--- src/rtl/rom_stream_reader.sv ---
// rom_stream_reader: reads `length` consecutive ROM words starting at `base_addr`
// and streams them out through a 2-entry buffer with valid/ready handshake.
// Latency: start sampled at the end of cycle T -> ROM read in T+1 -> first out_valid in T+3.
// Backpressure: ROM reads are throttled so buffered + in-flight words never exceed 2.
// Ports:
//   i_clk, i_rst                 clock, synchronous active-high reset
//   i_start/i_base_addr/i_length transfer request (sampled in IDLE only)
//   o_busy, o_done               RUN indicator, one-cycle completion pulse
//   o_rom_rd_en/o_rom_addr       ROM read strobe and address
//   i_rom_data                   ROM registered read data (1-cycle latency)
//   o_out_valid/i_out_ready      output handshake
//   o_out_data/o_out_last        streamed word and end-of-transfer marker
module rom_stream_reader #(
  parameter int DATA_WIDTH = 32,
  parameter int ADDR_WIDTH = 2,
  localparam int LEN_WIDTH = ADDR_WIDTH + 1
) (
  input  logic                  i_clk,
  input  logic                  i_rst,
  input  logic                  i_start,
  input  logic [ADDR_WIDTH-1:0] i_base_addr,
  input  logic [LEN_WIDTH-1:0]  i_length,
  output logic                  o_busy,
  output logic                  o_done,
  output logic                  o_rom_rd_en,
  output logic [ADDR_WIDTH-1:0] o_rom_addr,
  input  logic [DATA_WIDTH-1:0] i_rom_data,
  output logic                  o_out_valid,
  input  logic                  i_out_ready,
  output logic [DATA_WIDTH-1:0] o_out_data,
  output logic                  o_out_last
);

  typedef enum logic [1:0] {
    S_IDLE = 2'd0,
    S_RUN  = 2'd1,
    S_DONE = 2'd2
  } state_t;

  localparam logic [LEN_WIDTH-1:0] LEN_ONE = {{(LEN_WIDTH-1){1'b0}}, 1'b1};

  state_t                r_state;
  state_t                w_state_nxt;
  logic [ADDR_WIDTH-1:0] r_base;
  logic [LEN_WIDTH-1:0]  r_len;
  logic [LEN_WIDTH-1:0]  r_issued;
  // A read issued last cycle: its data is on i_rom_data this cycle.
  logic                  r_pending;
  logic                  r_pending_last;

  // 2-entry output buffer, each entry = {last, data}.
  logic [DATA_WIDTH:0]   r_fifo [2];
  logic                  r_rd_ptr;
  logic                  r_wr_ptr;
  logic [1:0]            r_count;

  logic [DATA_WIDTH:0]   w_head;
  logic                  w_pop;
  logic                  w_push;
  logic [2:0]            w_fill;
  logic                  w_rd_en;
  logic                  w_is_last_issue;

  assign w_head      = r_fifo[r_rd_ptr];
  assign o_out_valid = (r_count != 2'd0);
  assign o_out_data  = w_head[DATA_WIDTH-1:0];
  assign o_out_last  = o_out_valid && w_head[DATA_WIDTH];
  assign w_pop       = o_out_valid && i_out_ready;
  assign w_push      = r_pending;

  // Words already committed to the buffer: stored plus the one in flight,
  // minus the one leaving this cycle. A new read is allowed only if its
  // word is guaranteed a free slot when it lands next cycle.
  assign w_fill          = {1'b0, r_count} + {2'b00, r_pending} - {2'b00, w_pop};
  assign w_rd_en         = (r_state == S_RUN) && (r_issued < r_len) && (w_fill < 3'd2);
  assign w_is_last_issue = (r_issued == (r_len - LEN_ONE));

  assign o_rom_rd_en = w_rd_en;
  // Address wraps naturally through the ADDR_WIDTH-bit adder.
  assign o_rom_addr  = r_base + r_issued[ADDR_WIDTH-1:0];

  assign o_busy = (r_state == S_RUN);
  assign o_done = (r_state == S_DONE);

  always_comb begin
    w_state_nxt = r_state;
    case (r_state)
      S_IDLE: begin
        if (i_start) begin
          w_state_nxt = (i_length == '0) ? S_DONE : S_RUN;
        end
      end
      S_RUN: begin
        // Leave only once the consumer has taken the word tagged last.
        if (w_pop && w_head[DATA_WIDTH]) begin
          w_state_nxt = S_DONE;
        end
      end
      S_DONE: begin
        w_state_nxt = S_IDLE;
      end
      default: begin
        w_state_nxt = S_IDLE;
      end
    endcase
  end

  always_ff @(posedge i_clk) begin
    if (i_rst) begin
      r_state        <= S_IDLE;
      r_base         <= '0;
      r_len          <= '0;
      r_issued       <= '0;
      r_pending      <= 1'b0;
      r_pending_last <= 1'b0;
      r_rd_ptr       <= 1'b0;
      r_wr_ptr       <= 1'b0;
      r_count        <= 2'd0;
      for (int i = 0; i < 2; i++) begin
        r_fifo[i] <= '0;
      end
    end else begin
      r_state <= w_state_nxt;

      if ((r_state == S_IDLE) && i_start && (i_length != '0)) begin
        r_base   <= i_base_addr;
        r_len    <= i_length;
        r_issued <= '0;
      end else if (w_rd_en) begin
        r_issued <= r_issued + LEN_ONE;
      end

      r_pending      <= w_rd_en;
      r_pending_last <= w_rd_en && w_is_last_issue;

      if (w_push) begin
        r_fifo[r_wr_ptr] <= {r_pending_last, i_rom_data};
        r_wr_ptr         <= ~r_wr_ptr;
      end
      if (w_pop) begin
        r_rd_ptr <= ~r_rd_ptr;
      end
      r_count <= r_count + {1'b0, w_push} - {1'b0, w_pop};
    end
  end

endmodule

--- config.mk ---
export PLATFORM = sky130hd
export DESIGN_NAME = rom_stream_reader
export DESIGN_NICKNAME = d
export VERILOG_FILES = /design/src/rtl/rom_stream_reader.sv
export SDC_FILE = /design/constraint.sdc
export NUM_CORES = 1
export LEC_CHECK = 0
export ABC_AREA = 1
export BUFFER_PORTS_ARGS = -buffer_cell sky130_fd_sc_hd__buf_2
export CAP_MARGIN = 20
export CORE_MARGIN = 2
export CORE_UTILIZATION = 25
export CTS_CLUSTER_SIZE = 16
export DETAILED_ROUTE_END_ITERATION = 10
export GPL_ROUTABILITY_DRIVEN = 1
export MAX_ROUTING_LAYER = met4
export PLACE_DENSITY = 0.48
export RECOVER_POWER = 50
export SYNTH_ARGS = -nofsm -noshare
export SYNTH_HDL_FRONTEND = slang
export SYNTH_SLANG_ARGS = --single-unit
--- constraint.sdc ---
create_clock -name i_clk -period 6.76 [get_ports i_clk]
set_clock_uncertainty 0.05 [all_clocks]
set_input_delay 0.338 -clock i_clk [delete_from_list [all_inputs] [get_ports i_clk]]
set_output_delay 0.338 -clock i_clk [all_outputs]
set_load 0.01 [all_outputs]
Word-level counts from Yosys, hierarchy flattened
Memory sizes are Yosys's and may differ from the RTL's. A register that Yosys moved wholly into a read port is not among the register bits.
Index checks and enable logic that the tools add are counted.

word-level totals
  flip-flop bits (word level) = 16
  bits in writable memories = 66
  input port bits = 41
  output and inout bits = 39
  word-level logic and storage cells = 55
  memories = 1

operators by class
  add/sub/neg operators = 7
  order comparisons = 2
  equal/unequal tests = 5
  mux-type cells = 14
  bitwise gates (word level) = 2
  reduce and logical (&&, ||, !) cells = 15

memory list
  name    words  width  rd ports  clocked after Yosys merged registers in  write ports  RTL line  text
  r_fifo  2      33     1         1                                        2            52        logic [DATA_WIDTH:0] r_fifo [2];

operator list
  cell                                                        count
  two-way mux 33 bit                                          1
  OR reduction 33 bit                                         1
  two-way mux 1 bit                                           9
  logical AND 1 bit                                           8
  two-way mux 2 bit                                           3
  case mux 2 bit (2 select lines)                             1
  adder 2 x 1 -> 3 bit                                        1
  adder 3 x 1 -> 3 bit, second input constant                 1
  == test 3 bit                                               1
  logical NOT 3 bit                                           1
  less-than comparator 3 x 2 -> 1 bit, second input constant  1
  less-than comparator 3 bit                                  1
  nonzero test 3 bit                                          1
  subtractor 3 x 1 -> 3 bit                                   1
  subtractor 3 x 1 -> 3 bit, second input constant            1
  adder 2 x 1 -> 2 bit                                        1
  adder 2 bit                                                 1
  == test 2 x 1 -> 1 bit, second input constant               1
  == test 2 bit, second input constant                        1
  logical NOT 2 bit                                           1
  inequality test 2 x 1 -> 1 bit, second input constant       1
  inequality test 2 bit, second input constant                1
  NOT 1 bit                                                   2
  AND reduction 2 bit                                         1
  other kinds (3)                                             3

Depth between registers and ports, before layout
  depth in word-level cells = 6
  gate-level depth with buffers = 15
  gate-level depth less buffers = 15

Worst setup path after synthesis
OpenSTA, ideal clock, no wires.

  path type = reg-to-output
  from = register r_count[1]
  to = output port o_rom_rd_en
  data arrival time = 2083 ps
  path slack = 4289 ps
  stages on the path, launching flop included = 14
  path through = dfxtp_1 > inv_1 > nand2_1 > nand2_1 > inv_1 > ha_1 > inv_1 > ha_1 > fa_1 > inv_1 > nand2_1 > nor2_1 > nand3_2 > inv_1

on the way
  cells in the longest elaborated chain, start to end = 5

RTL lines
  element                              RTL line  text
  from (decl)                          55        logic [1:0] r_count;
  from (signal assigned)               143       r_count <= r_count + {1'b0, w_push} - {1'b0, w_pop};
  nonzero test 2 bit                   65        assign o_out_valid = (r_count != 2'd0);
  via o_out_valid                      28        output logic o_out_valid,
  logical AND 1 bit                    68        assign w_pop = o_out_valid && i_out_ready;
  via w_pop                            58        logic w_pop;
  subtractor 3 x 1 -> 3 bit            74        assign w_fill = {1'b0, r_count} + {2'b00, r_pending} - {2'b00, w_pop};
  via w_fill[1]                        60        logic [2:0] w_fill;
  less-than comparator 3 x 2 -> 1 bit  75        assign w_rd_en = (r_state == S_RUN) && (r_issued < r_len) && (w_fill < 3'd2);
  logical AND 1 bit                    75
  to (decl)                            25        output logic o_rom_rd_en,

The timed path passes the listed nets, and every way through them passes these cells.

==> impl_summary.txt <==
----------------------------------------------------
[Pwr]
  IR drop worst, VDD ... 0.142 mV
  Sw Pwr ... 0.000385 W
  Leakage power of the design ... 2.05 nW
  Combinational share of power ... 0.191
  Total power consumption of the routed design ... 0.00138 W
  Power per unit of standard cell area ... ~300 nW/µm²
  Part of the total power dissipated in the clock network ... 0.355
  Sequential fraction of design power ... 0.454
  Switching power as a share of total power ... 0.278
  Internal cell power ... 0.00100 W

[Yosys]
  Average footprint of a synthesized cell ... 11.2 µm²
  Netlist area before placement ... 3740 µm²
  Number of synthesized flops with an enable pin ... 66
  Fraction of post-synthesis cell area in the top cell type by area ... 0.530
  Top FF cell, synth ... edfxtp_1
  Post-synthesis async set-or-reset flop share ... 0
  Number of cells produced by synthesis ... between 300 and 400
  Most frequent cell after synthesis ... nor2_1
  Cell types occupying the most area after synthesis ... edfxtp_1 (53%), mux2_2 (9.6%), dfxtp_1 (9.1%), nor2_1 (8.4%), inv_1 (5.8%)
  Total of warnings raised by yosys ... 0
  Register bit count reported by yosys ... 83
  Post-synthesis cell type with the largest combined area ... edfxtp_1
  Ranking of synthesized cells by instance count ... nor2_1 (84), edfxtp_1 (66), inv_1 (58)
  Post-synth net total ... 384
  Number of distinct library cell variants in the gate-level netlist after synthesis ... 25
  Proportion of synthesized chip area in sequential cells ... 0.621

[Worst setup path]
  Critical path start-end classification ... input port to register
  Ordered list of cells on the worst path ... clkbuf_1 -> inv_1 -> nand2_1 -> nand2_1
  Worst path required time ... 6410 ps
  Most repeated library cell on the critical path ... nand2_1
  Type of element launching the critical path ... input port
  Library cell contributing the largest single delay on the critical path ... nand2_1
  Critical Path End Type ... register
  Critical Path AT ... 3310 ps
  Worst Path Max Fanout ... 35
  Maximum single-stage delay on the critical path ... 1330 ps

[Routing]
  Pre-Repair DR Iteration Count ... 4
  Drt first-iter violations ... 110
  Vias after detailed routing ... 2420
  Routed len/inst ... about 12 µm
  Number of routed nets with antenna violations ... 0
  Total length of routed wires ... 7460 µm
  DR vias/cell ... 4.02
  Count of unresolved DRC violations after routing ... 0

[STA]
  Final number of max-transition violations ... 69
  Final Hold Violating Endpoints ... 0
  TNS Setup ... 0 ps
  Fmax ... 273 MHz
  Minimum clock period after layout ... around 3700 ps
  Relative slew slack ... -0.0928
  Measured slew at the worst slew-check pin ... 1640 ps
  Setup repair after global routing missed its margin ... no
  Total setup violations reported at the end of the flow ... 0
  Final worst path period share ... 0.541

[Global route]
  Final global-route overflow total ... 0
  Pin count of the biggest net entering global routing ... 36
  Wire length of the first global-routing pass ... 12000 µm
  Number of global-route vias before repair ... 2573
  Antenna violations before repair ... 0
  Gr usage total ... 0.0999

[Floorplan]
  Starting density of the core ... 0.256
  FP Rows ... 44
  Core ar. ... 14600 µm²
  Die area ... 15900 µm²
  Die boundary height ... 126 µm
  Die Width ... 126 µm
  Number of I/O pins ... 80

[Flow run]
  Max_cap viols ... 2

[Clock network]
  Total of cells resized after clock tree synthesis ... 0
  Total number of H-tree levels ... 3
  Worst-path clk slew ... 60 ps
  Number of CTS-inserted buffers ... 9
  Post-CTS Setup Inserts ... 0
  Clock insertion delay at the later pin of the skew report ... 330 ps
  Hold bufs inserted after CTS ... 0
  Clock sink count ... 83
  Maximum clock insertion buffer count ... 2
  TritonCTS clock tree ... done
  Buffer type at the clock tree root ... clkbuf_16

[Outcome]
  Run status ... complete, but fails checks
  Violated checks ... capacitance limit, slew limit

[Final layout]
  Final net count ... 463
  Area growth from synthesis to final layout ... 21.7%
  Number of inserted diodes ... 0
  Fill cells ... 1545
  Fraction of layout cells with a size suffix above 1 ... 0.301

[Place]
  Global placement routability congestion ... just under 0.7
  Port buffer count ... 79
  Detailed placer's ending HPWL ... about 4900 µm

[Hold path]
  Class of the tightest hold or removal check ... input port to register

----------------------------------------------------
==> power groups by stage <==
stage          clock (W)  combinational (W)  sequential (W)
4_1_cts         0.000507           0.000273        0.000630
6_report        0.000492           0.000265        0.000628
3_3_place_gp           0           0.000267        0.000639
2_1_floorplan          0           0.000204        0.000610
3_5_place_dp           0           0.000271        0.000641
5_1_grt         0.000529           0.000297        0.000635
==> worst max-delay path, delay by kind of cell <==
family        cells  cell delay, ps
simple gates      2            2370
buf+inv           2             570
==> per-stage QoR <==
| step | hold slack (ps) | instances | setup slack, ps | utilization | cell area [µm²] |
|---|---|---|---|---|---|
| floorplan | 357 | 334 | 4290 | - | 3740 |
| global placement | 407 | 586 | 4000 | 0.293 | 4280 |
| detailed placement | 394 | 586 | 3930 | 0.293 | 4280 |
| CTS | 226 | 602 | 3670 | 0.314 | 4580 |
| global route | 232 | 602 | 2620 | 0.312 | 4550 |
| finish | 230 | 602 | 3100 | 0.312 | 4550 |
==> cell usage in the layout (no fill, tap or decap) <==
cell type	instances
o22ai_1	1
clkinv_4	1
clkinvlp_4	2
ha_1	8
nand2_1	24
nand4_1	1
xnor2_1	4
clkinv_1	1
clkbuf_1	6
nor3_2	1
xor2_1	1
a21oi_1	7
inv_2	1
inv_1	59
nand3_1	4
nor2_1	84
nor2_4	1
nand3_2	1
dfxtp_1	17
bufinv_16	1
clkbuf_16	9
edfxtp_1	66
buf_2	73
o32ai_1	1
nand2_2	1
o21ai_0	7
mux2_2	32
nor2_2	1
inv_6	2
fa_1	1
==> logic make-up (layout without fill, tap and decap cells) <==
family,after synthesis,in the layout,share of synthesized area
AOI/OAI and AO/OA,16,16,0.0228
DFF,83,83,0.621
xor gates and xnor gates,5,5,0.0117
buffers and inverters,71,155,0.0847
and+or+nand+nor,118,118,0.131
adders and majority gates,9,9,0.0321
muxes,32,32,0.0964
==> path summary, 6_finish.rpt <==
kind                                       startpoint                     endpoint  slack [ps]  cells after the start
worst max register to register   r_pending$_SDFF_PP0_  r_fifo[0][19]$_SDFFCE_PN0P_        3320                      4
worst min register to register  r_rd_ptr$_SDFFE_PP0P_        r_rd_ptr$_SDFFE_PP0P_         410                      1
worst max-delay path                            i_rst  r_fifo[0][19]$_SDFFCE_PN0P_        3100                      4
worst min-delay path                   i_base_addr[1]       r_base[1]$_SDFFE_PP0P_         230                      3
==> sequential cells by signal, summed over array words and instances (netlist names), named ones only <==
register / cells
r_issued: 3
r_pending: 1
r_wr_ptr: 1
r_fifo: 66
r_rd_ptr: 1
r_pending_last: 1
r_base: 2
r_state: 2
r_len: 3
r_count: 2
==> cell type report <==
cell class | count | area [µm²] | share of cell area
clock buffer | 9 | 225 | 0.0495
tap | 184 | 230 | 0.0506
timing repair buffer | 79 | 388 | 0.0852
clock inverter | 7 | 75.1 | 0.0165
inverter | 60 | 225 | 0.0495
multi-input combinational | 180 | 1080 | 0.238
sequential | 83 | 2320 | 0.510
==> routing by layer <==
metal / global-route usage / wire, µm
met1: 0.110 / 3220
met2: 0.171 / 3760
met3: 0.0314 / 379
met4: 0.0349 / 113
met5: - / 0
No activity file was read; power rests on OpenSTA's default activity.
